==> config.mk <==
export PLATFORM = sky130hd
export DESIGN_NAME = dmi_req_adapter
export DESIGN_NICKNAME = d
export VERILOG_FILES = /design/src/rtl/dmi_req_adapter.sv
export SDC_FILE = /design/constraint.sdc
export NUM_CORES = 1
export LEC_CHECK = 0
export CORE_ASPECT_RATIO = 1.1
export CORE_UTILIZATION = 43
export DETAILED_ROUTE_END_ITERATION = 10
export GPL_TIMING_DRIVEN = 1
export PLACE_DENSITY = 0.86
export SYNTH_ARGS = -nofsm -noshare
export SYNTH_HDL_FRONTEND = slang
export SYNTH_SLANG_ARGS = --single-unit
==> constraint.sdc <==
create_clock -name clk -period 2.9 [get_ports clk]
set_clock_uncertainty 0.2 [all_clocks]
set_input_delay 0.58 -clock clk [delete_from_list [all_inputs] [get_ports clk]]
set_output_delay 0.58 -clock clk [all_outputs]
set_load 0.02 [all_outputs]
==> src/rtl/dmi_req_adapter.sv <==
// Core-clock stage between the JTAG DMI wrapper and the debug module: turns access
// pulses into a held valid/ready request, tracks one transaction, flags overrun/timeout.
module dmi_req_adapter #(
  parameter int unsigned TIMEOUT_W  = 8,
  parameter bit          TIMEOUT_EN = 1'b1
) (
  input  logic        clk,
  input  logic        rst,
  input  logic        reg_en,
  input  logic        reg_wr_en,
  input  logic [6:0]  reg_wr_addr,
  input  logic [31:0] reg_wr_data,
  output logic        dmi_req_valid,
  output logic        dmi_req_write,
  output logic [6:0]  dmi_req_addr,
  output logic [31:0] dmi_req_wdata,
  input  logic        dmi_req_ready,
  input  logic        dmi_rsp_valid,
  input  logic [31:0] dmi_rsp_rdata,
  output logic        dmi_rsp_ready,
  output logic [31:0] rd_data,
  input  logic        dmi_reset,
  output logic        busy,
  output logic        done,
  output logic        err_overrun,
  output logic        err_timeout
);

  typedef enum logic [1:0] {
    ST_IDLE = 2'd0,
    ST_REQ  = 2'd1,
    ST_RSP  = 2'd2
  } state_e;

  state_e               state_r;
  state_e               state_nxt_s;
  logic [TIMEOUT_W-1:0] tmo_cnt_r;
  logic                 accept_s;
  logic                 req_hs_s;
  logic                 rsp_hs_s;
  logic                 abort_s;
  logic                 overrun_s;
  logic                 tmo_hit_s;

  assign busy          = (state_r != ST_IDLE);
  assign dmi_rsp_ready = (state_r == ST_RSP);
  assign overrun_s     = reg_en & busy;
  // A handshake in the terminal-count cycle wins over the abort.
  assign tmo_hit_s     = TIMEOUT_EN & (tmo_cnt_r == {TIMEOUT_W{1'b1}});

  // Next-state decode and per-cycle transaction events.
  always_comb begin
    state_nxt_s = state_r;
    accept_s    = 1'b0;
    req_hs_s    = 1'b0;
    rsp_hs_s    = 1'b0;
    abort_s     = 1'b0;
    case (state_r)
      ST_IDLE: begin
        if (reg_en) begin
          accept_s    = 1'b1;
          state_nxt_s = ST_REQ;
        end else begin
          state_nxt_s = ST_IDLE;
        end
      end
      ST_REQ: begin
        if (dmi_req_valid & dmi_req_ready) begin
          req_hs_s    = 1'b1;
          state_nxt_s = ST_RSP;
        end else if (tmo_hit_s) begin
          abort_s     = 1'b1;
          state_nxt_s = ST_IDLE;
        end else begin
          state_nxt_s = ST_REQ;
        end
      end
      ST_RSP: begin
        if (dmi_rsp_valid) begin
          rsp_hs_s    = 1'b1;
          state_nxt_s = ST_IDLE;
        end else if (tmo_hit_s) begin
          abort_s     = 1'b1;
          state_nxt_s = ST_IDLE;
        end else begin
          state_nxt_s = ST_RSP;
        end
      end
      default: begin
        state_nxt_s = ST_IDLE;
      end
    endcase
  end

  // State register.
  always_ff @(posedge clk) begin
    if (rst) begin
      state_r <= ST_IDLE;
    end else begin
      state_r <= state_nxt_s;
    end
  end

  // Request payload, valid, completion pulse, read data and timeout counter.
  always_ff @(posedge clk) begin
    if (rst) begin
      dmi_req_valid <= 1'b0;
      dmi_req_write <= 1'b0;
      dmi_req_addr  <= 7'd0;
      dmi_req_wdata <= 32'd0;
      rd_data       <= 32'd0;
      done          <= 1'b0;
      tmo_cnt_r     <= {TIMEOUT_W{1'b0}};
    end else begin
      if (accept_s) begin
        dmi_req_write <= reg_wr_en;
        dmi_req_addr  <= reg_wr_addr;
        dmi_req_wdata <= reg_wr_data;
      end
      if (accept_s) begin
        dmi_req_valid <= 1'b1;
      end else if (req_hs_s | abort_s) begin
        dmi_req_valid <= 1'b0;
      end
      done <= rsp_hs_s;
      if (rsp_hs_s & ~dmi_req_write) begin
        rd_data <= dmi_rsp_rdata;
      end
      if (accept_s) begin
        tmo_cnt_r <= {TIMEOUT_W{1'b0}};
      end else if (busy) begin
        tmo_cnt_r <= tmo_cnt_r + TIMEOUT_W'(1);
      end
    end
  end

  // Sticky error flags; a set in the same cycle beats dmi_reset.
  always_ff @(posedge clk) begin
    if (rst) begin
      err_overrun <= 1'b0;
      err_timeout <= 1'b0;
    end else begin
      if (overrun_s) begin
        err_overrun <= 1'b1;
      end else if (dmi_reset) begin
        err_overrun <= 1'b0;
      end
      if (abort_s) begin
        err_timeout <= 1'b1;
      end else if (dmi_reset) begin
        err_timeout <= 1'b0;
      end
    end
  end

endmodule
== Word-level counts from Yosys, hierarchy flattened ==
Cells that the tools add are included.

* Word-level logic and storage cells: 46
* Input bits: 78
* Register bits: 86
* Output and inout port bits: 78

* Multiplexer cells: 21
* Bitwise logic cells: 5
* Reduce and logical (&&, ||, !) cells: 6
* Add/subtract/negate cells: 1
* Equality and inequality tests: 3

{| class="wikitable"
|+ Operators with widths
! operator !! number
|-
| 2-to-1 mux 1 bit || 16
|-
| adder 8 x 1 -> 8 bit (second input constant) || 1
|-
| equality test 8 bit (second input constant) || 1
|-
| nonzero test 2 bit || 4
|-
| 2-to-1 mux 2 bit || 3
|-
| one-hot mux 2 bit (3 select lines) || 1
|-
| bitwise AND 1 bit || 3
|-
| equality test 2 x 1 -> 1 bit (second input constant) || 1
|-
| equality test 2 bit (second input constant) || 1
|-
| logical NOT 2 bit || 1
|-
| one-hot mux 1 bit (2 select lines) || 1
|-
| OR reduction 2 bit || 1
|-
| NOT 1 bit || 1
|-
| bitwise OR 1 bit || 1
|}

== Logic depth before layout (Yosys ltp) ==
Gate-level depths: netlist (run 1).

* Depth in word-level cells: 7
* Depth in mapped cells: 8
* Gate-level depth less buffers: 5

== Worst setup path after synthesis (run 1) ==
Ideal clock, no wire load.

* Path kind: reg2out
* From: register state_r[0]
* To: output busy
* Cell stages (with the launch flop): 5
* Data required time: 2.120 ns
* Arrival: 0.889 ns
* Buffers on the path: 1
* Slack: 1.231 ns
* Path through: dfxtp_1 inv_1 ha_1 buf_2 inv_1

* Longest elaborated chain between the ends: 1

{| class="wikitable"
|+ RTL lines
! item !! line !! text
|-
| from (decl) || 35 || <nowiki>state_e state_r;</nowiki>
|-
| from (signal assigned) || 100 || <nowiki>state_r <= state_nxt_s;</nowiki>
|-
| nonzero test 2 bit || 45 || <nowiki>assign busy = (state_r != ST_IDLE);</nowiki>
|-
| to (decl) || 23 || <nowiki>output logic busy,</nowiki>
|}

Every way passes these cells.

== Worst setup path after layout (run 1) ==
Same ends and word-level chain as after synthesis.

==> results of run 1 <==
-- final timing paths --
check	cells after the start	startpoint	end
worst max-delay path	4	state_r[0]$_SDFF_PP0_	busy
worst min-delay path	2	dmi_req_wdata[10]$_SDFFE_PP0P_	dmi_req_wdata[10]$_SDFFE_PP0P_
worst max register to register	6	state_r[0]$_SDFF_PP0_	dmi_req_wdata[23]$_SDFFE_PP0P_
worst min register to register	2	dmi_req_wdata[10]$_SDFFE_PP0P_	dmi_req_wdata[10]$_SDFFE_PP0P_
-- Yosys cell counts (2+ instances only) --
library cell and instances:
buf_2 9, nand3_1 3, or3_1 2, o21ai_0 4, nor2_1 7, nor2b_1 2, nand2_1 149, inv_1 5
buf_1 3, ha_1 5, dfxtp_1 86, a21oi_1 76, a211oi_1 2, xor2_1 3, clkbuf_1 14
-- per-layer routing --
| metal | vias up | global-route usage | part of all wire |
|---|---|---|---|
| li1 | 1552 | - | - |
| met1 | 1440 | 0.273 | 0.41 |
| met2 | 141 | 0.403 | 0.47 |
| met3 | 21 | 0.0673 | 0.086 |
| met4 | 0 | 0.105 | 0.027 |
| met5 | - | 0 | 0 |
-- registers in the layout, indices dropped and copies added, names as in the netlist --
signal and flops:
err_overrun 1, err_timeout 1, state_r 2, dmi_req_valid 1
tmo_cnt_r 8, dmi_req_write 1, done 1, dmi_req_wdata 32
dmi_req_addr 7, rd_data 32
-- report_power, final --
group / internal (mW) / switching [mW] / leakage, nW
sequential: 1.23 / 0.0259 / 0.700
clock: 0.339 / 0.423 / 0.0828
combinational: 0.204 / 0.187 / 1.01
-- layout make-up --
type                    count  area [µm²]
fillers                   551        2140
flip-flops and latches     86        1720
repair buffers            160        1600
multi-input cells         271        1290
clock buffers              12         145
well taps                  85         106
clock inverters             4        32.5
inverters                   5        18.8
-- cells by family (layout without fill, tap and decap cells) --
logic type,Yosys count,in the layout,synth area share
AO/OA/AOI/OAI,87,87,0.146
AND/OR/NAND/NOR,174,174,0.231
flip-flops,86,86,0.549
multiplexers,1,1,0.00319
XOR/XNOR,4,4,0.0112
buffers and inverters,31,181,0.0407
adder cells (fa/ha/maj),5,5,0.0199
-- worst register-to-register path: cells and delay by family, from the launching register on --
| kind | cells | cell delay (ns) |
|---|---|---|
| buf+inv | 2 | 0.47 |
| fa+ha+maj | 1 | 0.32 |
| simple gates | 2 | 0.44 |
| flops | 1 | 0.36 |
| compound gates | 1 | 0.16 |
-- layout by cell type, fill, tap and decap left out, types with 2 or more instances in the layout --
cell type        synthesis  layout
nor2_1                   7       7
o21ai_0                  4       4
inv_1                    5       5
ha_1                     5       5
clkbuf_8                 0      10
nand2_1                149     149
a211oi_1                 2       2
a21oi_1                 76      76
clkinvlp_4               0       2
xor2_1                   3       3
clkbuf_1                14       2
dfxtp_1                 86      86
or3_1                    2       2
nor2b_1                  2       2
clkdlybuf4s50_1          0     154
buf_4                    0       4
clkinv_4                 0       2
nand3_1                  3       3
==> results.sh, run 1 <==
export IMPL_final_util=0.697
export IMPL_antenna_found_initial=0
export IMPL_gr_total_overflow=0
export IMPL_max_slew_worst_pin_slew_ns=0.482
export IMPL_ant_nets=0
export IMPL_dr_pass1_iters=4
export IMPL_nets=616
export IMPL_p_per_area_mw_per_mm2=490
export IMPL_layout_min_cycle_time_ns=2.67
export IMPL_layout_drive_gt1_share=0.0428
export IMPL_numPlacedInstances=607
export IMPL_gp_congestion=0.756
export IMPL_cts_num_sinks=86
export IMPL_power_leakage_nw=1.79
export IMPL_synth_area_mm2=0.00314
export IMPL_crit_buf_inv=3
export IMPL_area_growth_pct=56.5
export IMPL_critPathSlowestCell="clkdlybuf4s50_1"
export IMPL_max_stage_delay_ns=0.64
export IMPL_cts_tree="yes"
export IMPL_grt_pass1_vias=3098
export IMPL_ios=156
export IMPL_start_util=0.445
export IMPL_hold_slack_ns=0.255
export IMPL_yosys_most_used_dff="dfxtp_1"
export IMPL_ys_warn_count=0
export IMPL_cp_cell_sequence="inv_1, ha_1, inv_1, clkdlybuf4s50_1"
export IMPL_cts_made_buffers=9
export IMPL_min_path_type="reg2reg"
export IMPL_hold_viol_final=0
export IMPL_drtIter0Drc=118
export IMPL_cts_setup_buffers=0
export IMPL_maxSlewViolCount=0
export IMPL_cp_top_family="buffers and inverters"
export IMPL_finalSetupViolCount=0
export IMPL_worst_setup_path_start_kind="flip-flop"
export IMPL_io_buffers=155
export IMPL_synth_cell_type_count=33
export IMPL_synth_edff_count=0
export IMPL_vias=3154
export IMPL_cts_hold_fix_buffers=0
export IMPL_async_reset_ff_frac=0
export IMPL_cp_max_fo=10
export IMPL_critPathRequiredTime_ns=2.12
export IMPL_setup_slack_ns=0.235
export IMPL_hpwl_um=6170
export IMPL_netlist_instances=388
export IMPL_clockRootBuffer="clkbuf_8"
export IMPL_remaining_drc_errors=0
export IMPL_pre_cts_ws_ns=0.606
export IMPL_grt_pass1_wl_um=14400
export IMPL_cts_resized=0
export IMPL_crit_arrival_ns=1.89
export IMPL_cap_violations=0
export IMPL_diodes=0
export IMPL_syn_num_nets=471
export IMPL_synth_area_leaders="dfxtp_1, nand2_1, a21oi_1, ha_1, clkbuf_1"
export IMPL_grtUsageTotal=0.236
export IMPL_relSlewSlack=0.679
export IMPL_crit_top_cell="inv_1"
export IMPL_fin_cells=623
export IMPL_synth_largest_area_cell="dfxtp_1"
export IMPL_stdcell_area_mm2=0.00491
export IMPL_clock_latency_ns=0.35
export IMPL_status="finished, final reports clean"
export IMPL_die_area_mm2=0.00764
export IMPL_h_tree_depth=3
export IMPL_synth_seq_area_share=0.549
export IMPL_critical_path_class="reg2out"
export IMPL_wl_um=8890
export IMPL_rsz0062_at_grt="false"
export IMPL_die_h_um=91.6
export IMPL_avgSynthCellArea_um2=8.08
export IMPL_grt_max_degree=56
export IMPL_clk_pin_slew_ns=0.08
export IMPL_max_freq_ghz=0.375
export IMPL_routedWlPerCell_um=14.3
export IMPL_rows=32
export IMPL_end_kind="primary output"
export IMPL_die_w_um=83.4
export IMPL_synth_top_area_share=0.549
export IMPL_viasPerCell=5.06
export IMPL_clockBufferDepth=2
export IMPL_ys_ff_latch=86
export IMPL_p_total_mw=2.40
export IMPL_fp_coreArea_mm2=0.00705
export IMPL_post_dp_cell_area_mm2=0.00473
export IMPL_post_route_period_util=0.919
export IMPL_ir_worst_vdd_uv=368
export IMPL_reg2reg_slack_ns=0.88
export IMPL_setup_tns_ns=0
Power figures use the tool's default switching activity.
==> inputs of run 2 (changes only) <==
--- a/config.mk
+++ b/config.mk
@@ -5,11 +5,13 @@
 export SDC_FILE = /design/constraint.sdc
 export NUM_CORES = 1
 export LEC_CHECK = 0
+export CAP_MARGIN = 20
 export CORE_ASPECT_RATIO = 1.1
 export CORE_UTILIZATION = 43
 export DETAILED_ROUTE_END_ITERATION = 10
 export GPL_TIMING_DRIVEN = 1
 export PLACE_DENSITY = 0.86
+export RECOVER_POWER = 50
 export SYNTH_ARGS = -nofsm -noshare
 export SYNTH_HDL_FRONTEND = slang
 export SYNTH_SLANG_ARGS = --single-unit
==> run 2 against run 1 <==
Effect of this change: sequential cell count is the same; first-iteration DRC count shrank 9.3%; sequential share of layout area grew 0.16 points; utilization shrank 0.32 points; global-route usage is the same.
==> results.sh, run 2 (synthesis gave the netlist of run 1 again) <==
export IMPL_ios=156
export IMPL_clock_latency_ns=0.35
export IMPL_gp_congestion=0.756
export IMPL_rsz0062_at_grt="false"
export IMPL_max_freq_ghz=0.375
export IMPL_r2r_end="rd_data[18]$_SDFFE_PP0P_"
export IMPL_vias=3154
export IMPL_antenna_found_initial=0
export IMPL_layout_drive_gt1_share=0.0390
export IMPL_r2r_start="state_r[0]$_SDFF_PP0_"
export IMPL_top_regs="dmi_req_wdata: 32 flops, rd_data: 32 flops, tmo_cnt_r: 8 flops"
export IMPL_ir_worst_vdd_uv=367
export IMPL_cts_tree="yes"
export IMPL_area_growth_pct=55.8
export IMPL_maxSlewViolCount=0
export IMPL_cts_resized=0
export IMPL_die_h_um=91.6
export IMPL_rr_worst_depth=6
export IMPL_die_area_mm2=0.00764
export IMPL_routedWlPerCell_um=14.2
export IMPL_critPathRequiredTime_ns=2.12
export IMPL_status="finished, final reports clean"
export IMPL_cts_hold_fix_buffers=0
export IMPL_pre_cts_ws_ns=0.606
export IMPL_clockBufferDepth=2
export IMPL_diodes=0
export IMPL_clk_pin_slew_ns=0.08
export IMPL_nets=616
export IMPL_final_cell_mix="nand2_1, clkdlybuf4s50_1, dfxtp_1"
export IMPL_viasPerCell=5.06
export IMPL_power_leakage_nw=1.88
export IMPL_fillCellCount=553
export IMPL_p_per_area_mw_per_mm2=490
export IMPL_multi_input_area_mm2=0.00129
export IMPL_seq_area_mm2=0.00172
export IMPL_cts_made_buffers=9
export IMPL_hpwl_um=6170
export IMPL_end_kind="primary output"
export IMPL_drtIter0Drc=107
export IMPL_dr_pass1_iters=4
export IMPL_ant_nets=0
export IMPL_cp_max_fo=10
export IMPL_fp_coreArea_mm2=0.00705
export IMPL_wl_um=8870
export IMPL_setup_tns_ns=0
export IMPL_finalSetupViolCount=0
export IMPL_clockRootBuffer="clkbuf_8"
export IMPL_setup_slack_ns=0.235
export IMPL_holdPathEnd="dmi_req_wdata[10]$_SDFFE_PP0P_"
export IMPL_hold_viol_final=0
export IMPL_io_buffers=155
export IMPL_critical_path_class="reg2out"
export IMPL_max_slew_worst_pin_slew_ns=1.35
export IMPL_cap_violations=0
export IMPL_reg2reg_slack_ns=0.44
export IMPL_min_path_cells=2
export IMPL_grt_pass1_vias=3098
export IMPL_layout_min_cycle_time_ns=2.67
export IMPL_gr_total_overflow=0
export IMPL_h_tree_depth=3
export IMPL_grt_max_degree=56
export IMPL_grt_pass1_wl_um=14400
export IMPL_die_w_um=83.4
export IMPL_crit_arrival_ns=1.89
export IMPL_rows=32
export IMPL_grtUsageTotal=0.236
export IMPL_post_route_period_util=0.919
export IMPL_remaining_drc_errors=0
export IMPL_start_util=0.445
export IMPL_worstHoldStart="dmi_req_wdata[10]$_SDFFE_PP0P_"
export IMPL_worst_setup_path_start_kind="flip-flop"
export IMPL_relSlewSlack=0.0983
export IMPL_cts_num_sinks=86
export IMPL_final_common_cell="nand2_1"
export IMPL_min_path_type="reg2reg"
export IMPL_cts_setup_buffers=0
-- run 2: changes by cell type in the layout (fill, tap and decap cells not counted), sizes merged --
cell / change
buf: -4
clkbuf: +4
clkdlybuf4s50: -31
dlygate4sd3: +31
-- run 2: power breakdown --
part / switching, mW / internal, mW / total (mW)
sequential: 0.0253 / 1.23 / 1.25
combinational: 0.186 / 0.197 / 0.383
clock: 0.422 / 0.338 / 0.760
-- run 2: final cells by class --
type / count / share of cell area
clock buffers: 12 / 0.0297
well taps: 85 / 0.0218
inverters: 5 / 0.00384
multi-input cells: 271 / 0.264
flip-flops and latches: 86 / 0.352
repair buffers: 160 / 0.322
clock inverters: 4 / 0.00666
-- run 2: critical path, cell delays in order (launching register included) --
cell	delay (ns)
dfxtp_1	0.36
inv_1	0.07
ha_1	0.32
inv_1	0.14
clkdlybuf4s50_1	0.64
-- run 2: per-layer routing --
| metal | part of all wire | GRT usage | up-vias |
|---|---|---|---|
| li1 | - | - | 1552 |
| met1 | 0.41 | 0.273 | 1446 |
| met2 | 0.48 | 0.403 | 135 |
| met3 | 0.084 | 0.0673 | 21 |
| met4 | 0.027 | 0.105 | 0 |
| met5 | 0 | 0 | - |
-- run 2: worst max-delay path by stage --
stage | start | end | slack [ns] | depth (start not counted)
finish | state_r[0]$_SDFF_PP0_ | busy | 0.23 | 4
floorplan | state_r[0]$_SDFF_PP0_ | busy | 1.23 | 4
detailed placement | reg_en | dmi_req_wdata[23]$_SDFFE_PP0P_ | 0.61 | 5
global placement | state_r[0]$_SDFF_PP0_ | busy | 0.65 | 4
CTS | state_r[0]$_SDFF_PP0_ | busy | 0.22 | 4
global route | dmi_rsp_valid | rd_data[18]$_SDFFE_PP0P_ | 0.09 | 5
-- run 2: per-stage QoR --
step	util	std cells	total power, mW	cell area (µm²)	hold WS [ns]
after global routing	0.693	623	2.50	4890	0.275
after detailed placement	0.671	607	1.67	4730	0.247
after CTS	0.697	623	2.41	4910	0.259
after floorplan	-	388	1.44	3140	0.262
final	0.693	623	2.39	4890	0.251
after global placement	0.671	607	1.66	4730	0.241
